File: src/rtl/uart_rx_byte.sv
// 8N1 UART receiver: synchronises the RX pin, samples mid-bit, rejects start-bit
// glitches and flags framing errors; good bytes are held on o_data with a strobe.
module uart_rx_byte #(
  parameter int CLKS_PER_BIT = 10416
) (
  input  logic       i_clk,
  input  logic       i_rst_n,
  input  logic       i_rx,
  output logic [7:0] o_data,
  output logic       o_valid,
  output logic       o_frame_err,
  output logic       o_busy
);

  localparam int CW = $clog2(CLKS_PER_BIT);
  localparam logic [CW-1:0] LAST_CNT = CW'(CLKS_PER_BIT - 1);
  localparam logic [CW-1:0] HALF_M1  = CW'(CLKS_PER_BIT / 2 - 1);

  typedef enum logic [2:0] {
    S_IDLE      = 3'd0,
    S_START     = 3'd1,
    S_DATA      = 3'd2,
    S_STOP      = 3'd3,
    S_WAIT_HIGH = 3'd4
  } state_t;

  state_t        r_state, w_state_nx;
  logic          r_sync1, r_sync2;
  logic [CW-1:0] r_bit_cnt, w_bit_cnt_nx;
  logic [2:0]    r_bit_idx, w_bit_idx_nx;
  logic [7:0]    r_shift, w_shift_nx;
  logic [7:0]    r_data, w_data_nx;
  logic          r_valid, w_valid_nx;
  logic          r_frame_err, w_frame_err_nx;
  logic          w_rx_s;
  logic          w_cnt_last;

  assign w_rx_s     = r_sync2;
  assign w_cnt_last = (r_bit_cnt == LAST_CNT);

  always_ff @(posedge i_clk or negedge i_rst_n) begin
    if (!i_rst_n) begin
      r_sync1     <= 1'b1;
      r_sync2     <= 1'b1;
      r_state     <= S_IDLE;
      r_bit_cnt   <= '0;
      r_bit_idx   <= '0;
      r_shift     <= '0;
      r_data      <= '0;
      r_valid     <= 1'b0;
      r_frame_err <= 1'b0;
    end else begin
      r_sync1     <= i_rx;
      r_sync2     <= r_sync1;
      r_state     <= w_state_nx;
      r_bit_cnt   <= w_bit_cnt_nx;
      r_bit_idx   <= w_bit_idx_nx;
      r_shift     <= w_shift_nx;
      r_data      <= w_data_nx;
      r_valid     <= w_valid_nx;
      r_frame_err <= w_frame_err_nx;
    end
  end

  always_comb begin
    w_state_nx     = r_state;
    w_bit_cnt_nx   = r_bit_cnt;
    w_bit_idx_nx   = r_bit_idx;
    w_shift_nx     = r_shift;
    w_data_nx      = r_data;
    w_valid_nx     = 1'b0;
    w_frame_err_nx = 1'b0;
    case (r_state)
      S_IDLE: begin
        if (!w_rx_s) begin
          w_state_nx   = S_START;
          w_bit_cnt_nx = '0;
        end
      end
      S_START: begin
        // Re-check the line half a bit in; a high here was only a glitch.
        if (r_bit_cnt == HALF_M1) begin
          w_bit_cnt_nx = '0;
          w_bit_idx_nx = '0;
          w_state_nx   = w_rx_s ? S_IDLE : S_DATA;
        end else begin
          w_bit_cnt_nx = r_bit_cnt + CW'(1);
        end
      end
      S_DATA: begin
        if (w_cnt_last) begin
          w_shift_nx   = {w_rx_s, r_shift[7:1]};
          w_bit_cnt_nx = '0;
          w_bit_idx_nx = r_bit_idx + 3'd1;
          if (r_bit_idx == 3'd7) w_state_nx = S_STOP;
        end else begin
          w_bit_cnt_nx = r_bit_cnt + CW'(1);
        end
      end
      S_STOP: begin
        if (w_cnt_last) begin
          w_bit_cnt_nx = '0;
          if (w_rx_s) begin
            w_data_nx  = r_shift;
            w_valid_nx = 1'b1;
            w_state_nx = S_IDLE;
          end else begin
            w_frame_err_nx = 1'b1;
            w_state_nx     = S_WAIT_HIGH;
          end
        end else begin
          w_bit_cnt_nx = r_bit_cnt + CW'(1);
        end
      end
      S_WAIT_HIGH: begin
        // A held-low (break) line must go high before a new frame can start.
        if (w_rx_s) w_state_nx = S_IDLE;
      end
      default: w_state_nx = S_IDLE;
    endcase
  end

  // o_valid is a one-cycle strobe with no ready; o_data stays stable until the next strobe.
  assign o_data      = r_data;
  assign o_valid     = r_valid;
  assign o_frame_err = r_frame_err;
  assign o_busy      = (r_state != S_IDLE);

endmodule

File: config.mk
export PLATFORM = sky130hd
export DESIGN_NAME = uart_rx_byte
export DESIGN_NICKNAME = d
export VERILOG_FILES = /design/src/rtl/uart_rx_byte.sv
export SDC_FILE = /design/constraint.sdc
export NUM_CORES = 1
export LEC_CHECK = 0
export ABC_AREA = 1
export ABC_CLOCK_PERIOD_IN_PS = 4100
export BUFFER_PORTS_ARGS = -buffer_cell sky130_fd_sc_hd__buf_2
export CORE_ASPECT_RATIO = 0.9
export CORE_MARGIN = 1.5
export CORE_UTILIZATION = 55
export DETAILED_ROUTE_END_ITERATION = 6
export PLACE_DENSITY = 0.82
export SYNTH_ARGS = -nofsm -noshare
export SYNTH_HDL_FRONTEND = slang
export SYNTH_SLANG_ARGS = --single-unit
File: constraint.sdc
create_clock -name i_clk -period 4.1 [get_ports i_clk]
set_input_delay 0 -clock i_clk [delete_from_list [all_inputs] [get_ports i_clk]]
set_output_delay 0 -clock i_clk [all_outputs]
set_load 0.01 [all_outputs]
==> impl_metrics.ini, run 1 <==
[global_route]
grt_max_degree = 41
grt_overflow = 0
grt_pass1_wl_um = 7400
grt_pass1_vias = 1631
antenna_found_initial = 0
grt_usage = 0.229

[cts]
clkTransAtPathRegs_ps = 80
post_cts_resized = 0
cts_inserted_buffers = 5
worstSkewPairLatency_ps = 300
cts_tree = yes
cts.sinks = 40
root_buffer = clkbuf_8
cts_buffer_depth = 2
h-tree-depth = 2

[power]
pwr-share-clk = 0.447
p_seq_frac = 0.539
ir_drop_uv = 210
swShare = 0.212
power_per_cell_area_nw_per_um2 = 309
power_switching_mw = 0.157
combinationalPowerShare = 0.015
cell_internal_pwr_mw = 0.581
power.leakage_nw = 1.25

[timing]
fin_crit_sh = 0.399
skew_ps = 6.47
worst_slew_pin_slew_ps = 872
drv_slew = 0
slew_headroom = 0.419
finalHoldViolations = 0
finalSetupViolations = 0
max_freq_ghz = 0.611
fin_tns_setup_ps = 0
rsz0062_at_grt = false
min_period_ps = 1640

[logic_synthesis]
synth-seq-cells = 40
synthCells = 275
ys_async_sr_fraction = 1.00
yosys-top-cells-count = nand2_1 (94), dfrtp_1 (38), nand3_1 (32), nor2_1 (30), inv_1 (13)
synth_top_area_share = 0.445
synth_ff_type = dfrtp_1
syn_nets = 281
synth-edff-count = 0
post_synth_num_cell_types = 28
synth.top_cells.by_area = dfrtp_1 (44%), nand2_1 (17%), nand3_1 (7.5%), nor2_1 (5.3%), nand4_1 (3.5%)
synth_seq_area_share = 0.470
yosysMostFrequentCell = nand2_1
syn_area_sq_um = 2140
synth_top_area_cell = dfrtp_1
yosysWarningCount = 0
avgSynthCellArea_sq_um = 7.77

[placement]
dp_cells = 332
gp_congestion = 0.866
place.port_buffers = 13
place_hpwl_um = 3170
placed_area_sq_um = 2250

[outcome]
status = complete, no violations

[job]
max_cap_viol_count = 0

[floorplan]
initial_core_util = 0.573
io_pins = 14
fp.dieArea_sq_um = 4270
die_h_um = 62.1
die_w_um = 68.7
rows = 21
core_area_sq_um = 3730

[hold_path]
hold_end = r_sync1
hold_start = i_rx
min_path_type = in -> reg
min_path_cells = 2

[routing]
wl_um = 4300
viasPerCell = 5.28
ant_nets = 0
drtIter0Drc = 97
dr.pass1.iters = 4
drc = 0
vias = 1805
drt-wirelength-per-cell_um = 12.6

[finish]
stdcell_area_sq_um = 2380
instances_no_fill = 342
area_delta_synth_final_pct = 11.6
drive_above_1_share = 0.176
diodes = 0
layout.nets = 301
n_fill_cell = 332
final_util = 0.639

[setup_path]
r2r_setup_slack_ps = 2460
timing.rr.start = r_bit_cnt[1]
start_kind = register
arrival_ps = 1820
reg2reg_depth = 8
cp-end-kind = register
critPathKind = reg -> reg
critPathMaxFanout = 7
required_ps = 4280
r2r-end = r_bit_cnt[10]
==> routing by layer <==
layer	up-vias	GRT usage	routed length, um
met3	5	0.0489	237
met2	46	0.314	1790
met1	829	0.356	2220
met4	0	0.0809	48
li1	925	-	-
met5	-	0	0
==> logic make-up after synthesis <==
logic type / count (synthesis) / share of synthesized area
simple gates: 190 / 0.416
flops: 40 / 0.470
buf+inv: 27 / 0.0492
compound gates: 11 / 0.0310
xor+xnor: 4 / 0.0164
fa+ha+maj: 3 / 0.0176
==> how the worst max path moves through the flow <==
stage / from / endpoint / slack (ps) / depth (start not counted)
after floorplan: r_sync2 / r_state[0] / 2700 / 8
after global placement: r_bit_cnt[1] / r_bit_cnt[6] / 2500 / 10
after detailed placement: r_bit_cnt[1] / r_bit_cnt[5] / 2500 / 10
after CTS: r_bit_cnt[1] / r_bit_cnt[10] / 2470 / 8
after global routing: r_bit_cnt[1] / r_bit_cnt[10] / 2320 / 10
final: r_bit_cnt[1] / r_bit_cnt[10] / 2460 / 8
==> critical path: stages (launching register included) <==
cell and delay (ps):
dfrtp_1 400, ha_1 230, nand3_2 150, nor2_2 180
nand2_1 80, nand2_2 130, nand2_4 100, nor2_4 190
nor2_1 60
==> placed cells by master (no fill, tap or decap), types with 2 or more instances in the layout <==
| master | synthesis | layout |
|---|---|---|
| nand2_1 | 94 | 94 |
| o21ai_0 | 4 | 4 |
| nand3_1 | 32 | 32 |
| nand4_1 | 12 | 12 |
| inv_2 | 9 | 9 |
| nor2_1 | 30 | 30 |
| nor2_2 | 4 | 4 |
| nand2_4 | 2 | 2 |
| o21bai_1 | 2 | 2 |
| dfrtp_1 | 38 | 38 |
| inv_1 | 13 | 13 |
| xor2_1 | 4 | 4 |
| clkinv_1 | 2 | 2 |
| ha_1 | 3 | 3 |
| nand2_2 | 5 | 5 |
| o21ai_1 | 2 | 2 |
| nand3_2 | 2 | 2 |
| dfstp_2 | 2 | 2 |
| clkbuf_8 | 0 | 5 |
| nor2_4 | 3 | 3 |
| buf_2 | 1 | 13 |
| dlygate4sd3_1 | 0 | 2 |
| nor3_1 | 4 | 4 |
==> power by group through the flow <==
stage	Clock [mW]	Sequential, mW	Combinational [mW]
final	0.330	0.398	0.0107
after global routing	0.353	0.398	0.0128
after CTS	0.334	0.398	0.0113
after detailed placement	0	0.405	0.00984
after global placement	0	0.405	0.00995
after floorplan	0	0.404	0.00242
==> cell type report <==
class                      count  area [sq um]  share of cell area
clock buffer                   5          68.8              0.0289
clock inverter                 3          46.3              0.0194
inverter                      25          95.1              0.0399
multi-input combinational    208          1030               0.431
sequential                    40          1000               0.421
tap                           46          57.6              0.0241
timing repair buffer          15          85.1              0.0357
==> sequential cells by signal, indices dropped and copies added, names as in the netlist <==
register	flops
r_shift	8
o_valid	1
o_data	8
r_sync1	1
r_bit_cnt	14
r_state	3
r_sync2	1
o_frame_err	1
r_bit_idx	3
==> through the flow <==
step / hold slack [ps] / total power, mW / setup WS [ps]
after detailed placement: 106 / 0.415 / 2500
after global routing: 338 / 0.764 / 2320
final: 342 / 0.738 / 2460
after global placement: 106 / 0.415 / 2500
after floorplan: -296 / 0.406 / 2700
after CTS: 339 / 0.743 / 2470
==> repair_timing <==
action,in CTS,in global routing
hold buffers,2,0
buffers inserted,0,0
hold endpoints to repair,39,0
Power figures use the tool's default switching activity.
==> run 2, diff against run 1 <==
--- a/config.mk
+++ b/config.mk
@@ -6,7 +6,7 @@
 export NUM_CORES = 1
 export LEC_CHECK = 0
 export ABC_AREA = 1
-export ABC_CLOCK_PERIOD_IN_PS = 4100
+export ABC_CLOCK_PERIOD_IN_PS = 1600
 export BUFFER_PORTS_ARGS = -buffer_cell sky130_fd_sc_hd__buf_2
 export CORE_ASPECT_RATIO = 0.9
 export CORE_MARGIN = 1.5
==> constraint.sdc (replaced) <==
create_clock -name i_clk -period 1.6 [get_ports i_clk]
set_input_delay 0 -clock i_clk [delete_from_list [all_inputs] [get_ports i_clk]]
set_output_delay 0 -clock i_clk [all_outputs]
set_load 0.01 [all_outputs]
==> impl_metrics.ini, run 2 (synthesis results as in run 1) <==
[cts]
cts_inserted_buffers = 5
cts_tree = yes
clkTransAtPathRegs_ps = 80
cts_buffer_depth = 2
root_buffer = clkbuf_8
h-tree-depth = 2
worstSkewPairLatency_ps = 310
cts.sinks = 40

[power]
ir_drop_uv = 591
power_per_cell_area_nw_per_um2 = 733
power.leakage_nw = 1.34

[setup_path]
cp-end-kind = register
required_ps = 1790
cp_slowest_cell = dfrtp_2
critPathMaxStageDelay_ps = 410
critPathMaxFanout = 7
reg2reg_depth = 9
critPathKind = reg -> reg
start_kind = register
path_cells = ha_4 > buf_12 > nand3_4 > nor2_4 > nand2_2 > nand2_4 > nand2_4 > nor2_4 > nor2_1
arrival_ps = 1780

[job]
max_cap_viol_count = 0

[finish]
layout_common_cells = nand2_1 (90), dfrtp_1 (36), nand3_1 (31)
final_common_cell = nand2_1
largest_reg_flops = 14
drive_above_1_share = 0.257
area_delta_synth_final_pct = 20.8
layout.nets = 316
top_register = r_bit_cnt
diodes = 0

[timing]
rsz0062_at_grt = true
drv_slew = 0
fin_tns_setup_ps = 0
max_freq_ghz = 0.627
fin_crit_sh = 0.997
slew_headroom = 0.674
worst_slew_pin_slew_ps = 488
finalHoldViolations = 0
finalSetupViolations = 0
min_period_ps = 1590
worst_slack_ps = 5.13
hold_ws_ps = 268
skew_ps = 11.4

[floorplan]
die_w_um = 68.7
core_area_sq_um = 3730
rows = 21
fp.dieArea_sq_um = 4270
die_h_um = 62.1
io_pins = 14
initial_core_util = 0.573

[routing]
ant_nets = 0
dr.pass1.iters = 4
drc = 0
drt-wirelength-per-cell_um = 14.0
drtIter0Drc = 126
viasPerCell = 5.37
wl_um = 5000
vias = 1918

[global_route]
grt_overflow = 0
antenna_found_initial = 0
grt_usage = 0.249
grt_max_degree = 41
grt_pass1_vias = 1704
grt_pass1_wl_um = 7870

[hold_path]
min_path_type = in -> async

[placement]
place.port_buffers = 13
gp_congestion = 0.949
dp_slack_ps = 13.6
place_hpwl_um = 3320

[outcome]
status = complete, no violations
-- run 2: repair_timing --
| item | CTS | global route |
|---|---|---|
| hold endpoints to repair | 39 | 0 |
| hold buffers | 2 | 0 |
| gates resized for setup | 4 | 16 |
| endpoints found under the setup margin | 4 | 15 |
| pin swaps | 2 | 9 |
| buffers inserted | 1 | 8 |
-- run 2: layout make-up --
cell class | instances | area, sq um
sequential | 40 | 1010
fill | 287 | 1150
clock buffer | 5 | 68.8
timing repair buffer | 30 | 214
clock inverter | 3 | 46.3
tap | 46 | 57.6
inverter | 25 | 95.1
multi-input combinational | 208 | 1090
-- run 2: per-stage QoR --
stage | cells | power (mW) | area (sq um) | utilization
2_1_floorplan | 275 | 1.04 | 2140 | -
3_3_place_gp | 338 | 1.07 | 2290 | 0.615
3_5_place_dp | 338 | 1.07 | 2290 | 0.615
4_1_cts | 349 | 1.91 | 2460 | 0.660
5_1_grt | 357 | 1.95 | 2580 | 0.692
6_report | 357 | 1.89 | 2580 | 0.692
-- run 2: power by group --
group | switching, mW | internal [mW] | total (mW)
logic | 0.0220 | 0.00707 | 0.0291
registers | 0.00501 | 1.01 | 1.02
clock network | 0.373 | 0.469 | 0.843
-- run 2: worst max-delay path, delay by kind of cell, from the launching register on --
| kind | cells | cell delay [ps] |
|---|---|---|
| buffers and inverters | 1 | 100 |
| AND/OR/NAND/NOR | 7 | 800 |
| adder cells (fa/ha/maj) | 1 | 170 |
| flip-flops | 1 | 410 |
-- run 2: routing by layer --
| metal | track usage | wire (um) | vias up |
|---|---|---|---|
| met2 | 0.350 | 2360 | 66 |
| met1 | 0.365 | 2230 | 887 |
| met3 | 0.0525 | 344 | 7 |
| li1 | - | - | 958 |
| met5 | 0 | 0 | - |
| met4 | 0.110 | 66 | 0 |
-- run 2: path summary, 6_finish.rpt --
check,startpoint,end,slack (ps)
worst max-delay path,r_bit_cnt[0],r_bit_cnt[6],5
worst min-delay path,i_rst_n,r_state[0],270
worst max register to register,r_bit_cnt[0],r_bit_cnt[6],5
worst min register to register,r_sync1,r_sync2,360
max in group asynchronous,i_rst_n,r_sync2,960
min in group i_clk,i_rx,r_sync1,340
==> run 3, diff against run 2 <==
--- a/config.mk
+++ b/config.mk
@@ -13,6 +13,7 @@
 export CORE_UTILIZATION = 55
 export DETAILED_ROUTE_END_ITERATION = 6
 export PLACE_DENSITY = 0.82
+export SETUP_SLACK_MARGIN = 0.05
 export SYNTH_ARGS = -nofsm -noshare
 export SYNTH_HDL_FRONTEND = slang
 export SYNTH_SLANG_ARGS = --single-unit
==> impl_metrics.ini, run 3 (synthesis results as in run 1) <==
[cts]
cts_inserted_buffers = 5
cts.sinks = 40
cts_tree = yes
clkTransAtPathRegs_ps = 80
worstSkewPairLatency_ps = 300
h-tree-depth = 2
root_buffer = clkbuf_8
cts_buffer_depth = 2

[timing]
finalHoldViolations = 0
fin_crit_sh = 0.945
hold_ws_ps = 277
slew_headroom = 0.672
min_period_ps = 1510
finalSetupViolations = 0
worst_slew_pin_slew_ps = 491
max_freq_ghz = 0.662
fin_tns_setup_ps = 0
skew_ps = 10.6
worst_slack_ps = 88.8
drv_slew = 0

[finish]
layout.nets = 319
layout_common_cells = nand2_1 (91), dfrtp_1 (34), nand3_1 (32)
largest_reg_flops = 14
final_common_cell = nand2_1
stdcell_area_sq_um = 2590
drive_above_1_share = 0.261
area_delta_synth_final_pct = 21.1
diodes = 0
final_util = 0.693
top_register = r_bit_cnt

[setup_path]
required_ps = 1790
arrival_ps = 1700
critPathMaxFanout = 5
cp_slowest_cell = dfrtp_2
critPathKind = reg -> reg
cp-end-kind = register
crit_top_cell = nand2_4
start_kind = register
path_cells = ha_4 > nand2_2 > inv_4 > nand2_4 > nor2_4 > nand2_2 > nand2_4 > nand2_4 > buf_4 > nand3_1 > nand2_1
critPathMaxStageDelay_ps = 410

[routing]
drtIter0Drc = 122
viasPerCell = 5.41
dr.pass1.iters = 5
vias = 1949
ant_nets = 0
wl_um = 4900
drc = 0
drt-wirelength-per-cell_um = 13.6

[placement]
place.port_buffers = 13
dp_slack_ps = 13.6
place_hpwl_um = 3320
placed_area_sq_um = 2290
gp_congestion = 0.949

[power]
pwr-share-clk = 0.442
power.leakage_nw = 1.35
p_seq_frac = 0.539
ir_drop_uv = 591
combinationalPowerShare = 0.019
power_per_cell_area_nw_per_um2 = 730
swShare = 0.209
cell_internal_pwr_mw = 1.49
power_switching_mw = 0.394

[global_route]
grt_usage = 0.252
grt_pass1_wl_um = 7980
grt_max_degree = 41
antenna_found_initial = 0
grt_overflow = 0
grt_pass1_vias = 1745

[floorplan]
core_area_sq_um = 3730
rows = 21
initial_core_util = 0.573
die_w_um = 68.7
die_h_um = 62.1
io_pins = 14
fp.dieArea_sq_um = 4270

[hold_path]
min_path_type = in -> async

[outcome]
status = complete, no violations

[job]
max_cap_viol_count = 0
[run 3: changes by cell type in the layout (fill, tap and decap cells not counted), sizes merged]
cell | before | now
buf | 28 | 31
[run 3: final cells by class]
class                   count  area (sq um)
fillers                   279          1140
repair buffers             33           220
clock inverters             3          46.3
flip-flops and latches     40          1010
clock buffers               5          68.8
multi-input cells         208          1090
well taps                  46          57.6
inverters                  25          97.6
[run 3: worst paths after layout]
kind	from	to	slack (ps)	cells after the start
min	i_rst_n	r_state[0]	280	3
max	r_bit_cnt[0]	r_bit_cnt[13]	90	11
min in group i_clk	i_rx	r_sync1	340	2
min reg2reg	r_sync1	r_sync2	360	0
max in group asynchronous	i_rst_n	r_bit_cnt[7]	950	3
max reg2reg	r_bit_cnt[0]	r_bit_cnt[13]	90	11
[run 3: what timing repair did]
action,CTS,global route
buffers inserted,6,6
endpoints found under the hold margin,39,0
resized for setup,11,9
hold buffers,2,0
setup endpoints to repair,7,20
pin swaps,8,8
[run 3: metrics by stage]
step,cells,power [mW]
2_1_floorplan,275,1.04
3_3_place_gp,338,1.07
3_5_place_dp,338,1.07
4_1_cts,354,1.91
5_1_grt,360,1.96
6_report,360,1.89
[run 3: metal layers]
layer	GRT usage	vias up	share of wire
li1	-	965	-
met1	0.361	903	0.45
met2	0.361	74	0.47
met3	0.0743	7	0.068
met4	0.0882	0	0.013
met5	0	-	0
[run 3: worst max-delay path: cells and delay by family, from the launching register on]
kind | cells | cell delay [ps]
adders and majority gates | 1 | 180
buffers and inverters | 2 | 220
DFF | 1 | 410
and+or+nand+nor | 8 | 570
[run 3: power by group through the flow]
stage / registers [mW] / clock network (mW) / logic (mW)
2_1_floorplan: 1.04 / 0 / 0.00619
3_3_place_gp: 1.04 / 0 / 0.0272
3_5_place_dp: 1.04 / 0 / 0.0269
4_1_cts: 1.02 / 0.855 / 0.0306
5_1_grt: 1.02 / 0.897 / 0.0430
6_report: 1.02 / 0.835 / 0.0360
